**config.mk**
```make
export PLATFORM = sky130hd
export DESIGN_NAME = beat_scheduler_flat
export DESIGN_NICKNAME = d
export VERILOG_FILES = /design/src/rtl/metronome_pkg.sv /design/src/rtl/beat_scheduler_if.sv /design/src/rtl/sync_debounce.sv /design/src/rtl/beat_scheduler.sv /design/src/flat_wrapper.sv
export SDC_FILE = /design/constraint.sdc
export NUM_CORES = 1
export LEC_CHECK = 0
export CAP_MARGIN = 20
export CORE_ASPECT_RATIO = 1.75
export CORE_MARGIN = 2
export CORE_UTILIZATION = 41
export DETAILED_ROUTE_END_ITERATION = 16
export GPL_TIMING_DRIVEN = 0
export SETUP_SLACK_MARGIN = 0.3
export SYNTH_ARGS = -nofsm -noshare
export SYNTH_HDL_FRONTEND = slang
export SYNTH_HIERARCHICAL = 1
export SYNTH_SLANG_ARGS = --single-unit
```
**constraint.sdc**
```tcl
create_clock -name clk_100MHz -period 6.1 [get_ports clk_100MHz]
set_input_delay 1.83 -clock clk_100MHz [delete_from_list [all_inputs] [get_ports clk_100MHz]]
set_output_delay 1.83 -clock clk_100MHz [all_outputs]
set_load 0.01 [all_outputs]
```
**src/rtl/metronome_pkg.sv**
```systemverilog
// metronome_pkg: shared tempo defaults, period/BPM helpers and the beat FSM state type
package metronome_pkg;
  localparam int BPM_MIN_DEF = 60;
  localparam int BPM_STEP_DEF = 15;
  typedef enum logic {STOPPED, RUNNING} state_t;
  function automatic longint period_cycles(input longint clk_hz, input int bpm_min, input int bpm_step, input int sel);
    return (clk_hz * 60) / longint'(bpm_min + bpm_step * sel);
  endfunction
  function automatic logic [8:0] bpm_of(input int bpm_min, input int bpm_step, input logic [3:0] sel);
    return 9'(bpm_min + bpm_step * int'(sel));
  endfunction
endpackage

```
**src/rtl/beat_scheduler_if.sv**
```systemverilog
// beat_scheduler_if: control inputs and beat/flash outputs between board, VGA timing and pixel logic
interface beat_scheduler_if #(parameter int IDX_W = 2);
  logic run;
  logic [3:0] sw;
  logic frame_start;
  logic beat_tick;
  logic [IDX_W-1:0] beat_idx;
  logic accent;
  logic flash_on;
  logic flash_vis;
  logic accent_vis;
  logic [8:0] tempo_bpm;
  logic tempo_pending;
  modport master (
    output run, sw, frame_start,
    input beat_tick, beat_idx, accent, flash_on, flash_vis, accent_vis, tempo_bpm, tempo_pending
  );
  modport slave (
    input run, sw, frame_start,
    output beat_tick, beat_idx, accent, flash_on, flash_vis, accent_vis, tempo_bpm, tempo_pending
  );
endinterface

```
**src/rtl/sync_debounce.sv**
```systemverilog
// sync_debounce: 2-FF synchronizer with a saturating stability counter on the synchronized value
module sync_debounce #(
  parameter int WIDTH = 4,
  parameter int DEBOUNCE_CYC = 1_000_000
) (
  input  logic             clk,
  input  logic             rst_n,
  input  logic [WIDTH-1:0] d,
  output logic [WIDTH-1:0] q,
  output logic             stable
);
  localparam int CW = $clog2(DEBOUNCE_CYC + 1);
  logic [WIDTH-1:0] s1;
  logic [CW-1:0] cnt;
  assign stable = cnt == CW'(DEBOUNCE_CYC);
  // two-stage synchronizer for the asynchronous input
  always_ff @(posedge clk or negedge rst_n)
    if (!rst_n) {q, s1} <= '0;
    else {q, s1} <= {s1, d};
  // restart the count on the edge where q takes a new value, saturate once stable
  always_ff @(posedge clk or negedge rst_n)
    if (!rst_n) cnt <= '0;
    else cnt <= s1 != q ? '0 : stable ? cnt : cnt + 1'b1;
endmodule

```
**src/rtl/beat_scheduler.sv**
```systemverilog
// beat_scheduler: metronome beat timing, tempo selection and frame-aligned flash/accent
module beat_scheduler import metronome_pkg::*; #(
  parameter int CLK_HZ = 100_000_000,
  parameter int BPM_MIN = BPM_MIN_DEF,
  parameter int BPM_STEP = BPM_STEP_DEF,
  parameter int BEATS_PER_BAR = 4,
  parameter int FLASH_MS = 100,
  parameter int DEBOUNCE_CYC = 1_000_000
) (
  input logic clk_100MHz,
  input logic reset,
  beat_scheduler_if.slave bus
);
  localparam longint P0 = period_cycles(CLK_HZ, BPM_MIN, BPM_STEP, 0);
  localparam longint P15 = period_cycles(CLK_HZ, BPM_MIN, BPM_STEP, 15);
  localparam int PW = $clog2(P0);
  localparam longint FLASH_CYC = longint'(CLK_HZ) * FLASH_MS / 1000;
  localparam int FW = $clog2(FLASH_CYC + 1);
  localparam int IW = BEATS_PER_BAR > 1 ? $clog2(BEATS_PER_BAR) : 1;
  state_t state, state_n;
  logic run_s1, run_s, sw_stable, start, stop, wrap, beat_tick_r, acc_r, pending, fvis, avis, flash_on;
  logic [3:0] sw_s, active_sel, pend_sel;
  logic [PW-1:0] phase, period;
  logic [PW-1:0] period_lut [16];
  logic [IW-1:0] idx, idx_nx;
  logic [FW-1:0] flash_cnt;
  for (genvar s = 0; s < 16; s++) begin : g_lut
    localparam longint P = period_cycles(CLK_HZ, BPM_MIN, BPM_STEP, s);
    assign period_lut[s] = PW'(P);
  end
  sync_debounce #(.WIDTH(4), .DEBOUNCE_CYC(DEBOUNCE_CYC)) u_sw (
    .clk(clk_100MHz), .rst_n(reset), .d(bus.sw), .q(sw_s), .stable(sw_stable)
  );
  assign period = period_lut[active_sel];
  assign idx_nx = idx == IW'(BEATS_PER_BAR - 1) ? '0 : idx + 1'b1;
  assign flash_on = flash_cnt != '0;
  // two-stage synchronizer for run
  always_ff @(posedge clk_100MHz or negedge reset)
    if (!reset) {run_s, run_s1} <= '0;
    else {run_s, run_s1} <= {run_s1, bus.run};
  // FSM state register
  always_ff @(posedge clk_100MHz or negedge reset)
    if (!reset) state <= STOPPED;
    else state <= state_n;
  // next state and beat events; stopping takes priority over a wrap
  always_comb begin
    start = state == STOPPED && run_s;
    stop = state == RUNNING && !run_s;
    wrap = state == RUNNING && run_s && phase == period - 1'b1;
    state_n = start ? RUNNING : stop ? STOPPED : state;
  end
  // phase counter, tick pulse, bar index, accent flag and flash window
  always_ff @(posedge clk_100MHz or negedge reset)
    if (!reset) begin
      phase <= '0;
      beat_tick_r <= 1'b0;
      idx <= '0;
      acc_r <= 1'b0;
      flash_cnt <= '0;
    end else begin
      phase <= state_n == RUNNING && !start && !wrap ? phase + 1'b1 : '0;
      beat_tick_r <= start || wrap;
      idx <= start || stop ? '0 : wrap ? idx_nx : idx;
      acc_r <= start ? 1'b1 : wrap ? idx_nx == '0 : stop ? 1'b0 : acc_r;
      flash_cnt <= start || wrap ? FW'(FLASH_CYC) : stop ? '0 : flash_on ? flash_cnt - 1'b1 : flash_cnt;
    end
  // tempo selection: debounced code becomes pending, applied when stopped or at the beat wrap
  always_ff @(posedge clk_100MHz or negedge reset)
    if (!reset) begin
      active_sel <= '0;
      pend_sel <= '0;
      pending <= 1'b0;
    end else if (pending && (state == STOPPED || wrap)) begin
      active_sel <= pend_sel;
      pending <= 1'b0;
    end else if (sw_stable && sw_s != active_sel) begin
      pend_sel <= sw_s;
      pending <= 1'b1;
    end else if (sw_s == active_sel) pending <= 1'b0;
  // pixel-side copies change only at frame start so colours never switch mid-frame
  always_ff @(posedge clk_100MHz or negedge reset)
    if (!reset) {fvis, avis} <= '0;
    else if (bus.frame_start) {fvis, avis} <= {flash_on, acc_r && flash_on};
  // the flash window must end before the fastest beat can restart it
  always_ff @(posedge clk_100MHz)
    assert (FLASH_CYC < P15) else $error("flash window not shorter than fastest beat period");
  assign bus.beat_tick = beat_tick_r;
  assign bus.beat_idx = idx;
  assign bus.accent = acc_r && flash_on;
  assign bus.flash_on = flash_on;
  assign bus.flash_vis = fvis;
  assign bus.accent_vis = avis;
  assign bus.tempo_bpm = bpm_of(BPM_MIN, BPM_STEP, active_sel);
  assign bus.tempo_pending = pending;
endmodule

```
**src/flat_wrapper.sv**
```systemverilog
// flat-port wrapper written by rule: the top's interface ports become plain ports
module beat_scheduler_flat import metronome_pkg::*;
#(
  parameter int CLK_HZ = 100_000_000,
  parameter int BPM_MIN = BPM_MIN_DEF,
  parameter int BPM_STEP = BPM_STEP_DEF,
  parameter int BEATS_PER_BAR = 4,
  parameter int FLASH_MS = 100,
  parameter int DEBOUNCE_CYC = 1_000_000
)
  (clk_100MHz, reset, bus_run, bus_sw, bus_frame_start, bus_beat_tick, bus_beat_idx, bus_accent, bus_flash_on, bus_flash_vis, bus_accent_vis, bus_tempo_bpm, bus_tempo_pending);
  beat_scheduler_if #(.IDX_W(2)) bus_i ();
  input logic clk_100MHz;
  input logic reset;
  input wire logic [$bits(bus_i.run)-1:0] bus_run;
  input wire logic [$bits(bus_i.sw)-1:0] bus_sw;
  input wire logic [$bits(bus_i.frame_start)-1:0] bus_frame_start;
  output wire logic [$bits(bus_i.beat_tick)-1:0] bus_beat_tick;
  output wire logic [$bits(bus_i.beat_idx)-1:0] bus_beat_idx;
  output wire logic [$bits(bus_i.accent)-1:0] bus_accent;
  output wire logic [$bits(bus_i.flash_on)-1:0] bus_flash_on;
  output wire logic [$bits(bus_i.flash_vis)-1:0] bus_flash_vis;
  output wire logic [$bits(bus_i.accent_vis)-1:0] bus_accent_vis;
  output wire logic [$bits(bus_i.tempo_bpm)-1:0] bus_tempo_bpm;
  output wire logic [$bits(bus_i.tempo_pending)-1:0] bus_tempo_pending;
  assign bus_i.run = bus_run;
  assign bus_i.sw = bus_sw;
  assign bus_i.frame_start = bus_frame_start;
  assign bus_beat_tick = bus_i.beat_tick;
  assign bus_beat_idx = bus_i.beat_idx;
  assign bus_accent = bus_i.accent;
  assign bus_flash_on = bus_i.flash_on;
  assign bus_flash_vis = bus_i.flash_vis;
  assign bus_accent_vis = bus_i.accent_vis;
  assign bus_tempo_bpm = bus_i.tempo_bpm;
  assign bus_tempo_pending = bus_i.tempo_pending;
  beat_scheduler #(.CLK_HZ(CLK_HZ), .BPM_MIN(BPM_MIN), .BPM_STEP(BPM_STEP), .BEATS_PER_BAR(BEATS_PER_BAR), .FLASH_MS(FLASH_MS), .DEBOUNCE_CYC(DEBOUNCE_CYC)) u_core (.clk_100MHz(clk_100MHz), .reset(reset), .bus(bus_i));
endmodule
```
==> flow_summary.json <==
{
  "synth_edf_count": 0,
  "ctsLongestPathBuffers": 2,
  "design_area_um2": 7679,
  "drive_gt1_frac": 0.09610,
  "avgRoutedWirePerCell_um": 17.30,
  "synthTopCellsByCount": "97 x dfrtp_1, 69 x nor2_1, 63 x xnor2_1, 45 x xor2_1, 41 x nor3_1",
  "grt_max_degree": 66,
  "first_pass_iters": 4,
  "grt_use_total": 0.1962,
  "finalPower_mw": 1.559,
  "nets": 811,
  "sw_frac_of_total": 0.2729,
  "clk_latency_ns": 0.35,
  "synth.most_common_cell": "dfrtp_1",
  "net-switching-power_uw": 425.5,
  "worstSetupStartpointType": "flop",
  "die_h_um": 174.1,
  "drc": 0,
  "core_um2": 16290,
  "cts_hold_buffers": 0,
  "overflow": 0,
  "start_util": 0.4161,
  "ir_drop_mv": 0.1379,
  "reg2reg_slack_ns": 0.92,
  "postSynthNetCount": 769,
  "clock_sinks": 97,
  "worstPathRequired_ns": 4.27,
  "clkPwrFrac": 0.388,
  "gp_congestion": 0.9061,
  "portBuffers": 24,
  "clk_pin_slew_ns": 0.07,
  "avgSynthCellArea_um2": 9.376,
  "synth_ff_type": "dfrtp_1",
  "comb_power_share": 0.140,
  "leakage_nw": 3.189,
  "seqPwrFrac": 0.472,
  "num_io_pins": 25,
  "diodes": 0,
  "vias_per_cell": 5.622,
  "fmax_mhz": 179.7,
  "intPower_mw": 1.133,
  "cts_tree": "built",
  "dp_hpwl_mm": 12.60,
  "path_max_fanout": 10,
  "powerDensity_nw_per_um2": 203.0,
  "final_core_util": 0.4714,
  "outcome": "complete, no violations",
  "synth.distinct_cells": 64,
  "period_minus_slack_ns": 5.564,
  "antenna_found_initial": 0,
  "worstMarginPinSlew_ns": 0.8676,
  "grt_pass1_vias": 5589,
  "setup_viol": 0,
  "ys_ff_latch": 97,
  "fp-row-count": 62,
  "synth_top_area_share": 0.3581,
  "syn2layout_area_growth_pct": 13.27,
  "htreeDepth": 3,
  "hp-class": "flop to flop",
  "die_w_um": 101.2,
  "skew_ns": 0.01238,
  "syn-cell-area_um2": 6779,
  "dieArea_um2": 17620,
  "async_flop_share": 1.000,
  "cap_violations": 0,
  "via_count": 5408,
  "crit_type": "flop to primary output",
  "synth_cells": 723,
  "finalCritPeriodShare": 0.9122,
  "arrival_ns": 3.73,
  "rsz0062_at_grt": "no",
  "ys_top_cells_by_area": "dfrtp_1 36%, xnor2_1 8.1%, ha_1 6.3%, xor2_1 5.8%, nor2_1 3.8%",
  "max_slew_margin": 0.4155,
  "root_buffer": "clkbuf_16",
  "final_hold_viol_count": 0,
  "dpl_cell_area_um2": 7284,
  "yosys_warnings": 6,
  "whs_ns": 0.3770,
  "ant_nets": 0,
  "synth_seq_area_share": 0.3581,
  "grt_pass1_wl_mm": 27.72,
  "numCtsBuffers": 9,
  "end_kind": "primary output",
  "wirelength_mm": 16.64,
  "yosysTopAreaCell": "dfrtp_1",
  "drv_slew": 0,
  "drt_iter0_drc": 326
}
critical path, cell delays in order (launching register included):
cell and delay (ns):
dfrtp_2 0.44, buf_4 0.20, inv_1 0.26, ha_1 0.30, ha_1 0.29, ha_1 0.16, inv_1 0.05, fa_1 0.39
inv_1 0.07, a21oi_1 0.05, o21ai_0 0.21, xor2_1 0.27, xnor2_1 0.14, clkdlybuf4s50_1 0.56
cell families (layout without fill, tap and decap cells):
| family | Yosys count | in the layout | share of synthesized area |
|---|---|---|---|
| compound gates | 92 | 92 | 0.09136 |
| xor+xnor | 108 | 108 | 0.1395 |
| fa+ha+maj | 38 | 38 | 0.07457 |
| buf+inv | 63 | 110 | 0.04134 |
| flops | 97 | 97 | 0.3581 |
| mux | 26 | 26 | 0.05020 |
| simple gates | 299 | 299 | 0.2449 |
power by group through the flow:
| stage | combinational [mW] | sequential (mW) | clock (mW) |
|---|---|---|---|
| 6_report | 0.218 | 0.736 | 0.605 |
| 5_1_grt | 0.246 | 0.744 | 0.645 |
| 4_1_cts | 0.221 | 0.736 | 0.617 |
| 3_5_place_dp | 0.219 | 0.748 | 0 |
| 3_3_place_gp | 0.211 | 0.746 | 0 |
| 2_1_floorplan | 0.156 | 0.738 | 0 |
metal layers:
metal  vias to the layer above  GRT usage  wire (um)
met2                        65     0.3640       9152
met3                        24    0.02413        374
li1                       2634          -          -
met4                         0    0.08052        501
met5                         -          0          0
met1                      2685     0.2200       6616
final cells by class:
class / count / area (um2)
well taps: 192 / 240.2
multi-input cells: 563 / 4085
plain buffers: 28 / 151.4
clock inverters: 6 / 83.83
clock buffers: 10 / 239.0
flip-flops and latches: 97 / 2432
repair buffers: 31 / 315.3
fillers: 1572 / 8612
inverters: 35 / 131.4
metrics by stage:
| stage | setup TNS (ns) | instances | worst slack (ns) |
|---|---|---|---|
| detailed placement | 0 | 940 | 0.3502 |
| CTS | 0 | 959 | 0.2617 |
| global route | 0 | 962 | 0.3406 |
| global placement | -47.88 | 939 | -0.5033 |
| finish | 0 | 962 | 0.5356 |
| floorplan | 0 | 723 | 1.215 |
final timing paths:
kind / start / cells past startpoint / end
setup reg to reg: u_core/active_sel[0] / 15 / u_core/phase[14]
min in group asynchronous: reset / 1 / u_core/phase[8]
hold / removal: u_core/run_s1 / 0 / u_core/run_s
hold reg to reg: u_core/run_s1 / 0 / u_core/run_s
setup / recovery: u_core/active_sel[1] / 13 / bus_tempo_bpm[6]
max in group asynchronous: reset / 2 / u_core/u_sw/cnt[13]
flip-flops by register name (all words and copies together) (netlist names):
signal and count:
u_core/bus.accent_vis 1, u_core/u_sw/q 4, u_core/run_s1 1, u_core/bus.beat_tick 1
u_core/bus.tempo_pending 1, u_core/flash_cnt 24, u_core/active_sel 4, u_core/u_sw/cnt 20
u_core/acc_r 1, u_core/u_sw/s1 4, u_core/state 1, u_core/bus.flash_vis 1
u_core/run_s 1, u_core/pend_sel 4, u_core/phase 27, u_core/bus.beat_idx 2
what timing repair did:
| item | in CTS | in global routing |
|---|---|---|
| setup buffers | 3 | 3 |
| gates resized for setup | 5 | 5 |
| hold endpoints to repair | 0 | 0 |
| pin swaps | 0 | 2 |
| setup endpoints to repair | 5 | 4 |
cell usage in the layout, fill, tap and decap left out, drive strengths merged, types with 5 or more instances in the layout:
cell and count:
dfrtp 97, nor2 69, xnor2 63, xor2 45, nor3 44, inv 37, ha 34, nand2 33
nand3 30, a21oi 29, buf 26, clkdlybuf4s50 21, clkbuf 20, o21ai 19, nand4 17, mux2i 16
or3 16, and3 14, nor4 13, or4 11, and2 9, o21bai 8, nor2b 7, nor4b 7
nor3b 6, mux4 6, o31ai 6, and4 6, o211ai 5
Power figures use the tool's default switching activity.
